**src/rtl/mul_pkg.sv**
```systemverilog
// Shared types and helpers for the sequential radix-4 Booth multiplier.
// MUL_UNSIGNED_EN adds one extra iteration for unsigned operands.
package mul_pkg;

    typedef enum logic [1:0] {
        IDLE = 2'd0,
        RUN  = 2'd1,
        DONE = 2'd2
    } mul_state_e;

    typedef enum logic [2:0] {
        ZERO = 3'd0,
        PM   = 3'd1,
        P2M  = 3'd2,
        NM   = 3'd3,
        N2M  = 3'd4
    } booth_digit_e;

    // Unsigned operands need one more digit to absorb the multiplier's top bit.
    function automatic int iter_count(input int width, input logic unsigned_mode);
        return (width / 2) + (unsigned_mode ? 1 : 0);
    endfunction

endpackage

```
**src/rtl/booth_mul_seq_if.sv**
```systemverilog
// Handshake and operand/result bundle between the control unit and the multiplier.
// MUL_UNSIGNED_EN adds the signed_op select.
interface booth_mul_seq_if #(parameter int WIDTH = 32);

    logic                 start;
    logic [WIDTH-1:0]     multiplicand;
    logic [WIDTH-1:0]     multiplier;
`ifdef MUL_UNSIGNED_EN
    logic                 signed_op;
`endif
    logic                 busy;
    logic                 done;
    logic [2*WIDTH-1:0]   product;

    modport master (
        output start, multiplicand, multiplier,
`ifdef MUL_UNSIGNED_EN
        output signed_op,
`endif
        input  busy, done, product
    );

    modport slave (
        input  start, multiplicand, multiplier,
`ifdef MUL_UNSIGNED_EN
        input  signed_op,
`endif
        output busy, done, product
    );

endinterface

```
**src/rtl/booth_mul_seq_recoder.sv**
```systemverilog
// Combinational radix-4 Booth digit recoder and the matching addend/carry-in selector.
// The addend is returned pre-inverted for negative digits; the caller adds o_cin.
module booth_recoder
    import mul_pkg::*;
(
    input  logic [2:0]   i_win,
    output booth_digit_e o_digit
);

    always_comb begin
        o_digit = ZERO;
        case (i_win)
            3'b001, 3'b010: o_digit = PM;
            3'b011:         o_digit = P2M;
            3'b100:         o_digit = N2M;
            3'b101, 3'b110: o_digit = NM;
            default:        o_digit = ZERO;
        endcase
    end

endmodule

module booth_addend
    import mul_pkg::*;
#(
    parameter int AW = 34
) (
    input  logic [AW-1:0] i_m,
    input  booth_digit_e  i_digit,
    output logic [AW-1:0] o_addend,
    output logic          o_cin
);

    logic [AW-1:0] w_m2;

    assign w_m2 = {i_m[AW-2:0], 1'b0};

    always_comb begin
        o_addend = '0;
        o_cin    = 1'b0;
        case (i_digit)
            PM:  o_addend = i_m;
            P2M: o_addend = w_m2;
            NM:  begin o_addend = ~i_m;  o_cin = 1'b1; end
            N2M: begin o_addend = ~w_m2; o_cin = 1'b1; end
            default: begin o_addend = '0; o_cin = 1'b0; end
        endcase
    end

endmodule

```
**src/rtl/booth_mul_seq.sv**
```systemverilog
// Multi-cycle radix-4 Booth multiplier: one digit per clock, product to Z as {HI,LO}.
// Define MUL_UNSIGNED_EN to add the signed_op port and unsigned mode.
module booth_mul_seq
    import mul_pkg::*;
#(
    parameter int WIDTH = 32
) (
    input  logic          clock,
    input  logic          clear,
    booth_mul_seq_if.slave bus
);

    localparam int AW    = WIDTH + 2;
    localparam int CNT_W = $clog2(WIDTH / 2 + 2);

    mul_state_e          r_state;
    mul_state_e          w_state_next;
    logic [AW-1:0]       r_m;
    logic [AW-1:0]       r_acc;
    logic [WIDTH-1:0]    r_q;
    logic                r_qprev;
    logic [CNT_W-1:0]    r_cnt;
    logic [2*WIDTH-1:0]  r_product;

    logic                w_unsigned;
    logic                w_extra;
    logic                w_last;
    logic                w_accept;
    logic [2:0]          w_win;
    booth_digit_e        w_digit;
    logic [AW-1:0]       w_addend;
    logic                w_cin;
    logic [AW-1:0]       w_sum;
    logic [AW-1:0]       w_m_ext;

`ifdef MUL_UNSIGNED_EN
    logic                r_signed;

    assign w_unsigned = ~r_signed;
    assign w_m_ext    = bus.signed_op ? {{2{bus.multiplicand[WIDTH-1]}}, bus.multiplicand}
                                      : {2'b00, bus.multiplicand};
`else
    assign w_unsigned = 1'b0;
    assign w_m_ext    = {{2{bus.multiplicand[WIDTH-1]}}, bus.multiplicand};
`endif

    // The unsigned extra digit sits above all multiplier bits, so its window
    // ignores Q (which by then holds product bits) and the result is taken unshifted.
    assign w_extra  = w_unsigned && (r_cnt == CNT_W'(WIDTH / 2));
    assign w_last   = (r_cnt == CNT_W'(iter_count(WIDTH, w_unsigned) - 1));
    assign w_win    = w_extra ? {2'b00, r_qprev} : {r_q[1:0], r_qprev};
    assign w_sum    = r_acc + w_addend + AW'(w_cin);
    assign w_accept = bus.start && ((r_state == IDLE) || (r_state == DONE));

    booth_recoder u_recoder (
        .i_win   (w_win),
        .o_digit (w_digit)
    );

    booth_addend #(.AW(AW)) u_addend (
        .i_m      (r_m),
        .i_digit  (w_digit),
        .o_addend (w_addend),
        .o_cin    (w_cin)
    );

    always_ff @(posedge clock or negedge clear) begin
        if (!clear) begin
            r_state <= IDLE;
        end else begin
            r_state <= w_state_next;
        end
    end

    always_comb begin
        w_state_next = r_state;
        case (r_state)
            IDLE:    if (bus.start) w_state_next = RUN;
            RUN:     if (w_last)    w_state_next = DONE;
            DONE:    w_state_next = bus.start ? RUN : IDLE;
            default: w_state_next = IDLE;
        endcase
    end

    always_ff @(posedge clock or negedge clear) begin
        if (!clear) begin
            r_m       <= '0;
            r_acc     <= '0;
            r_q       <= '0;
            r_qprev   <= 1'b0;
            r_cnt     <= '0;
            r_product <= '0;
`ifdef MUL_UNSIGNED_EN
            r_signed  <= 1'b0;
`endif
        end else if (w_accept) begin
            r_m     <= w_m_ext;
            r_q     <= bus.multiplier;
            r_acc   <= '0;
            r_qprev <= 1'b0;
            r_cnt   <= '0;
`ifdef MUL_UNSIGNED_EN
            r_signed <= bus.signed_op;
`endif
        end else if (r_state == RUN) begin
            r_cnt <= r_cnt + 1'b1;
            if (w_extra) begin
                r_product <= {w_sum[WIDTH-1:0], r_q};
            end else begin
                r_acc   <= {{2{w_sum[AW-1]}}, w_sum[AW-1:2]};
                r_q     <= {w_sum[1:0], r_q[WIDTH-1:2]};
                r_qprev <= r_q[1];
                // Low 2*WIDTH bits of the shifted {acc,Q}.
                if (w_last) r_product <= {w_sum, r_q[WIDTH-1:2]};
            end
        end
    end

    assign bus.busy    = (r_state == RUN);
    assign bus.done    = (r_state == DONE);
    assign bus.product = r_product;

endmodule

```
**src/flat_wrapper.sv**
```systemverilog
// flat-port wrapper written by rule: the top's interface ports become plain ports
module booth_mul_seq_flat import mul_pkg::*;
#(
    parameter int WIDTH = 32
)
  (clock, clear, bus_start, bus_multiplicand, bus_multiplier, bus_busy, bus_done, bus_product);
  booth_mul_seq_if #(.WIDTH(WIDTH)) bus_i ();
  input  logic clock;
  input  logic clear;
  input wire logic [$bits(bus_i.start)-1:0] bus_start;
  input wire logic [$bits(bus_i.multiplicand)-1:0] bus_multiplicand;
  input wire logic [$bits(bus_i.multiplier)-1:0] bus_multiplier;
  output wire logic [$bits(bus_i.busy)-1:0] bus_busy;
  output wire logic [$bits(bus_i.done)-1:0] bus_done;
  output wire logic [$bits(bus_i.product)-1:0] bus_product;
  assign bus_i.start = bus_start;
  assign bus_i.multiplicand = bus_multiplicand;
  assign bus_i.multiplier = bus_multiplier;
  assign bus_busy = bus_i.busy;
  assign bus_done = bus_i.done;
  assign bus_product = bus_i.product;
  booth_mul_seq #(.WIDTH(WIDTH)) u_core (.clock(clock), .clear(clear), .bus(bus_i));
endmodule
```
**config.mk**
```make
export PLATFORM = sky130hd
export DESIGN_NAME = booth_mul_seq_flat
export DESIGN_NICKNAME = d
export VERILOG_FILES = /design/src/rtl/mul_pkg.sv /design/src/rtl/booth_mul_seq_if.sv /design/src/rtl/booth_mul_seq_recoder.sv /design/src/rtl/booth_mul_seq.sv /design/src/flat_wrapper.sv
export SDC_FILE = /design/constraint.sdc
export NUM_CORES = 1
export LEC_CHECK = 0
export BUFFER_PORTS_ARGS = -buffer_cell sky130_fd_sc_hd__clkbuf_2
export CAP_MARGIN = 20
export CORE_ASPECT_RATIO = 1.2
export CORE_MARGIN = 5
export CORE_UTILIZATION = 45
export DETAILED_ROUTE_END_ITERATION = 10
export GPL_TIMING_DRIVEN = 0
export PLACE_DENSITY = 0.68
export SETUP_SLACK_MARGIN = 0.1
export SLEW_MARGIN = 10
export SYNTH_ARGS = -nofsm -noshare
export SYNTH_HDL_FRONTEND = slang
export SYNTH_SLANG_ARGS = --single-unit
```
**constraint.sdc**
```tcl
create_clock -name clock -period 3.6 [get_ports clock]
set_input_delay 0.36 -clock clock [delete_from_list [all_inputs] [get_ports clock]]
set_output_delay 0.36 -clock clock [all_outputs]
set_load 0.02 [all_outputs]
```
=== Word-level counts from Yosys, hierarchy flattened ===
Index checks and enable logic that the tools add are counted.

* Register bits after elaboration: 170
* Bits in latches: 0
* RAM bits: 0
* Bits in read-only memories: 0
* Logic and storage cells: 52
* Memories: 0

* Add/subtract/negate cells: 3
* Multipliers: 0
* Divide/modulo/power cells: 0
* Order comparisons: 0
* Equal/unequal tests: 15
* Shift-type cells: 0
* Multiplexer cells: 15
* Bitwise operators: 3
* Reduce and logical (&&, ||, !) cells: 9

{| class="wikitable"
|+ Operators with widths
! kind !! count
|-
| case mux 34 bit (4 select lines) || 1
|-
| two-way mux 34 bit || 2
|-
| NOT 34 bit || 2
|-
| two-way mux 32 bit || 2
|-
| adder 34 x 1 -> 34 bit || 1
|-
| adder 34 bit || 1
|-
| equality test 3 x 2 -> 1 bit (second input constant) || 4
|-
| equality test 3 bit (second input constant) || 4
|-
| case mux 3 bit (4 select lines) || 1
|-
| two-way mux 5 bit || 2
|-
| equality test 3 x 1 -> 1 bit (second input constant) || 2
|-
| case mux 2 bit (3 select lines) || 1
|-
| OR reduction 2 bit || 3
|-
| adder 5 x 1 -> 5 bit (second input constant) || 1
|-
| equality test 5 x 4 -> 1 bit (second input constant) || 1
|-
| two-way mux 1 bit || 4
|-
| two-way mux 2 bit || 2
|-
| AND reduction 3 bit || 1
|-
| equality test 2 x 1 -> 1 bit (second input constant) || 1
|-
| equality test 2 bit (second input constant) || 1
|-
| zero test 2 bit || 1
|-
| inequality test 2 x 1 -> 1 bit (second input constant) || 1
|-
| inequality test 2 bit (second input constant) || 1
|-
| AND reduction 2 bit || 1
|-
| 4 further kinds || 4
|}

=== Longest topological paths before layout ===
* Depth after elaboration: 9
* Gate-level depth with buffers: 14

=== Cells and area by module ===
From an unflattened synthesis, not the netlist that was laid out.

* Cells, all modules: 1067
* Area total of the unflattened synthesis: 10025.9 um^2

{| class="wikitable"
|+ Modules (own cells, without submodules)
! module !! instances !! cells an instance !! area each (um^2) !! seq. area each (um^2)
|-
| booth_mul_seq || 1 || 897 || 8408.1 || 4204.0
|-
| booth_addend || 1 || 166 || 1584.0 || 0.0
|-
| booth_recoder || 1 || 4 || 33.8 || 0.0
|}

=== Least setup slack after synthesis ===
OpenSTA, ideal clock, no wires.

* Path kind: reg2reg
* From: reg u_core.r_q[1]
* To: reg u_core.r_product[63] (netlist: u_core.bus.product[63])
* Arrival: 3.340 ns
* Data required time: 3.475 ns
* Slack: 0.135 ns
* Cell stages (with the launch flop): 15
* Buffers on the path: 3
* Period minus slack after synthesis: 3.465 ns
* Cells stage by stage: dfrtp_1 -> buf_1 -> buf_1 -> xor2_1 -> a22oi_1 -> o21ai_0 -> ha_1 -> buf_4 -> and4_1 -> nand2_1 -> a2111oi_4 -> nor3_4 -> o21bai_1 -> a32oi_1 -> mux2_2

* Word-level cells in the longest chain between the ends: 7
* Elaborated cells between the ends (all ways): 18
* Classes of those cells: 2 x add/sub; 10 x eq/ne; 3 x mux; 3 x reduce/logical

{| class="wikitable"
|+ RTL lines
! item !! line !! text
|-
| from (decl) || booth_mul_seq.sv:20 || <nowiki>logic [WIDTH-1:0] r_q;</nowiki>
|-
| from (signal assigned) || booth_mul_seq.sv:98 || <nowiki>r_q <= bus.multiplier;</nowiki>
|-
| from (signal assigned) || booth_mul_seq.sv:111 || <nowiki>r_q <= {w_sum[1:0], r_q[WIDTH-1:2]};</nowiki>
|-
| equality test 3 bit (tied with other cells) || booth_mul_seq_recoder.sv:12 || <nowiki>case (i_win)</nowiki>
|-
| OR reduction 2 bit || booth_mul_seq_recoder.sv:12 ||
|-
| case mux 3 bit (4 select lines) (*) || booth_mul_seq_recoder.sv:12 ||
|-
| equality test 3 bit (tied with other cells) || booth_mul_seq_recoder.sv:41 || <nowiki>case (i_digit)</nowiki>
|-
| case mux 34 bit (4 select lines) / OR reduction 2 bit (equally long branches) || n/a ||
|-
| adder 34 bit / two-way mux 1 bit (equally long branches) || booth_mul_seq.sv:52, booth_mul_seq_recoder.sv:41 ||
|-
| adder 34 x 1 -> 34 bit (*) || booth_mul_seq.sv:52 || <nowiki>assign w_sum = r_acc + w_addend + AW'(w_cin);</nowiki>
|-
| to (signal assigned) || booth_mul_seq.sv:108 || <nowiki>r_product <= {w_sum[WIDTH-1:0], r_q};</nowiki>
|-
| to (signal assigned) || booth_mul_seq.sv:114 || <nowiki>if (w_last) r_product <= {w_sum, r_q[WIDTH-1:2]};</nowiki>
|-
| to (decl) || booth_mul_seq.sv:23 || <nowiki>logic [2*WIDTH-1:0] r_product;</nowiki>
|}

Every way passes the cells marked *; elsewhere a longest branch is shown, timed or not.
A chain may end at the register's enable or synchronous reset.

=== Final worst setup path ===
* From: reg u_core.r_q[0]
* To: reg u_core.r_product[56] (netlist: u_core.bus.product[56])

The elaborated chain is that of the path after synthesis.

==> impl_metrics.tcl <==
set metrics [dict create \
    run_status "finished, final reports clean" \
    die_y_um 165.7 \
    num_vias 8111 \
    yosysTopAreaCell "dfrtp_1" \
    n_antenna_cell 0 \
    firstDrtPassIters 5 \
    clkTransAtPathRegs_ps 70 \
    finalHoldViolCount 0 \
    grt_pass1_vias 8050 \
    grt_use_met3_pct 5.046 \
    drive_above_1_share_pct 18.11 \
    yosys_warnings 0 \
    fp.coreArea_um2 20040 \
    synthTopCellsByCount "341 x nand2_1, 168 x dfrtp_1, 101 x o21ai_0" \
    synth.avg_cell_area_um2 8.645 \
    tightest_slew_ps 729.5 \
    row_count 57 \
    numClockSinks 168 \
    r2r-start "u_core.r_q[0]$_DFFE_PN0P_" \
    relSlewSlack_pct 51.19 \
    grt-busiest-layer "met2" \
    path_max_fanout 10 \
    clock_latency_ps 430 \
    synth-edff-count 0 \
    worstSetupPathType "reg2reg" \
    drc_errors 0 \
    place.gp.congestion 0.9006 \
    drv_cap 0 \
    rsz0062_at_grt "yes" \
    portBuffers 132 \
    hold_end "u_core.r_m[4]$_DFFE_PN0P_" \
    post-route-min-period_ps 3413 \
    cts_root_buf "clkbuf_16" \
    place_hpwl_um 18910 \
    syn_area_um2 9086 \
    ff2ff_path_depth 12 \
    drt_iter0_drc 555 \
    netlist_instances 1051 \
    holdWs_ps 117.3 \
    dieArea_um2 23150 \
    cts_buffer_depth 2 \
    holdPathStages 3 \
    post-route-period-util_pct 94.82 \
    hp-class "in2reg" \
    ys.flop_type "dfrtp_1" \
    antenna_found_initial 0 \
    area_growth_pct 20.30 \
    die_w_um 139.7 \
    cts_tree "yes" \
    ys_ff_latch 168 \
    yosysMostFrequentCell "nand2_1" \
    cts_inserted_buffers 17 \
    report.final.slew_viol_count 0 \
    yosysTopAreaCellShare_pct 46.27 \
    cts_htree_levels 4 \
    synth_nets 1154 \
    r2r_end "u_core.bus.product[56]$_DFFE_PN0P_" \
    yosysSeqAreaShare_pct 46.27 \
    ioPinCount 133 \
    start_util_pct 45.34 \
    grt_pass1_wl_um 41170 \
    grt_use_met2_pct 36.49 \
    grt_max_degree 60 \
    fillCellCount 1856 \
    grt_usage_pct 21.72 \
    synth.distinct_cells 56 \
    overflow 0 \
    required_ps 3880 \
    arrival_ps 3690 \
    async_flop_share_pct 100.0 \
    end_kind "flip-flop" \
    ant_nets 0 \
    fin_nets 1316 \
    detail_route.wirelength_um 25550 \
    start_kind "flip-flop" \
    setup_viol 0 \
    synth_area_leaders "dfrtp_1 46%, nand2_1 14%, o21ai_0 5.6%, ha_1 4.7%, xor2_1 4.0%" \
    grt_util_met1_pct 28.42 \
    clock.fmax_mhz 293.0 \
    min_from "bus_multiplicand[4]" \
    reg2reg_slack_ps 190 \
    vias_per_cell 5.440 \
    final.setup_skew_ps 11.78 \
    wl_per_cell_um 17.13 \
]
final cells by class:
cell class	instances	area, um2	share of cell area [%]
Tap cell	265	331.6	3.033
Clock inverter	12	116.4	1.065
Timing Repair Buffer	143	819.5	7.498
Multi-Input combinational cell	805	4672	42.74
Buffer	62	287.8	2.633
Sequential cell	168	4207	38.48
Clock buffer	20	436.7	3.995
Inverter	16	60.06	0.5494
cells by family after synthesis:
| kind of cell | after synthesis | synth area share (%) |
|---|---|---|
| adders and majority gates | 36 | 5.123 |
| and+or+nand+nor | 436 | 19.58 |
| AOI/OAI and AO/OA | 277 | 20.26 |
| xor gates and xnor gates | 55 | 5.302 |
| DFF | 168 | 46.27 |
| muxes | 1 | 0.1239 |
| buffers and inverters | 78 | 3.346 |
what timing repair did:
| action | CTS | global route |
|---|---|---|
| endpoints found under the hold margin | 56 | 0 |
| setup endpoints to repair | 52 | 38 |
| pin swaps | 1 | 20 |
| gates resized for setup | 18 | 44 |
| hold buffers | 1 | 0 |
| setup buffers | 1 | 7 |
| gates cloned | 0 | 0 |
placed cells by master (no fill, tap or decap), types with 4 or more instances in the layout:
master / count
a211o_1: 4
a31oi_1: 29
a21oi_1: 33
nand3_1: 10
o21bai_1: 5
a22o_1: 5
inv_6: 5
inv_1: 15
clkbuf_2: 136
xor2_1: 40
a31oi_4: 4
o21ai_0: 98
clkinvlp_4: 5
o2111ai_1: 5
clkbuf_16: 17
nand2_1: 339
a22oi_1: 40
nand4_1: 7
o31ai_1: 6
or4_1: 4
nor2_1: 39
nand2b_1: 4
ha_1: 31
clkbuf_1: 47
a21o_1: 12
nor3_1: 6
o211ai_1: 5
dfrtp_1: 166
o21a_1: 8
buf_4: 10
xnor2_1: 13
worst max-delay path, cell delays in order (launching register included):
cell	delay [ps]
dfrtp_2	470
nor2_2	210
nand2_2	170
clkbuf_2	240
o21ai_1	190
ha_1	300
nor2b_2	190
o31a_1	350
o31ai_4	400
a31oi_4	180
a31oi_4	260
xnor2_1	190
o21ai_0	110
layer usage:
| layer | share of wire (%) | up-vias |
|---|---|---|
| met5 | 0 | - |
| met3 | 6.4 | 33 |
| li1 | - | 3955 |
| met4 | 1.9 | 0 |
| met2 | 48 | 242 |
| met1 | 43 | 3881 |
sequential cells by signal, summed over array words and instances (netlist names):
register and cells:
u_core.r_qprev 1, u_core.r_m 32, u_core.r_q 32, u_core.r_cnt 5, u_core.bus.product 64, u_core.r_state 2
u_core.r_acc 32
how the worst max path moves through the flow:
stage	from	end	cells past startpoint	slack (ps)
floorplan	u_core.r_q[1]$_DFFE_PN0P_	u_core.bus.product[63]$_DFFE_PN0P_	14	140
global placement	clear	u_core.bus.product[37]$_DFFE_PN0P_	1	-980
detailed placement	u_core.r_q[1]$_DFFE_PN0P_	u_core.bus.product[63]$_DFFE_PN0P_	13	-590
CTS	u_core.r_q[1]$_DFFE_PN0P_	u_core.bus.product[63]$_DFFE_PN0P_	14	90
global route	u_core.r_q[0]$_DFFE_PN0P_	u_core.r_acc[24]$_DFFE_PN0P_	12	70
finish	u_core.r_q[0]$_DFFE_PN0P_	u_core.bus.product[56]$_DFFE_PN0P_	12	190
stage by stage:
stage | setup WS (ps) | util, % | instance area [um2] | setup TNS [ps] | cells
2_1_floorplan | 135.4 | - | 9086 | 0 | 1051
3_3_place_gp | -984.5 | 50.29 | 10080 | -176650 | 1448
3_5_place_dp | -594.8 | 50.61 | 10140 | -13190 | 1450
4_1_cts | 85.18 | 53.76 | 10770 | 0 | 1484
5_1_grt | 70.73 | 54.54 | 10930 | 0 | 1491
6_report | 186.6 | 54.54 | 10930 | 0 | 1491
Power is left out: the tool's default activity adds up to more than one toggle a clock period on the data nets, which glitch-free logic cannot reach.
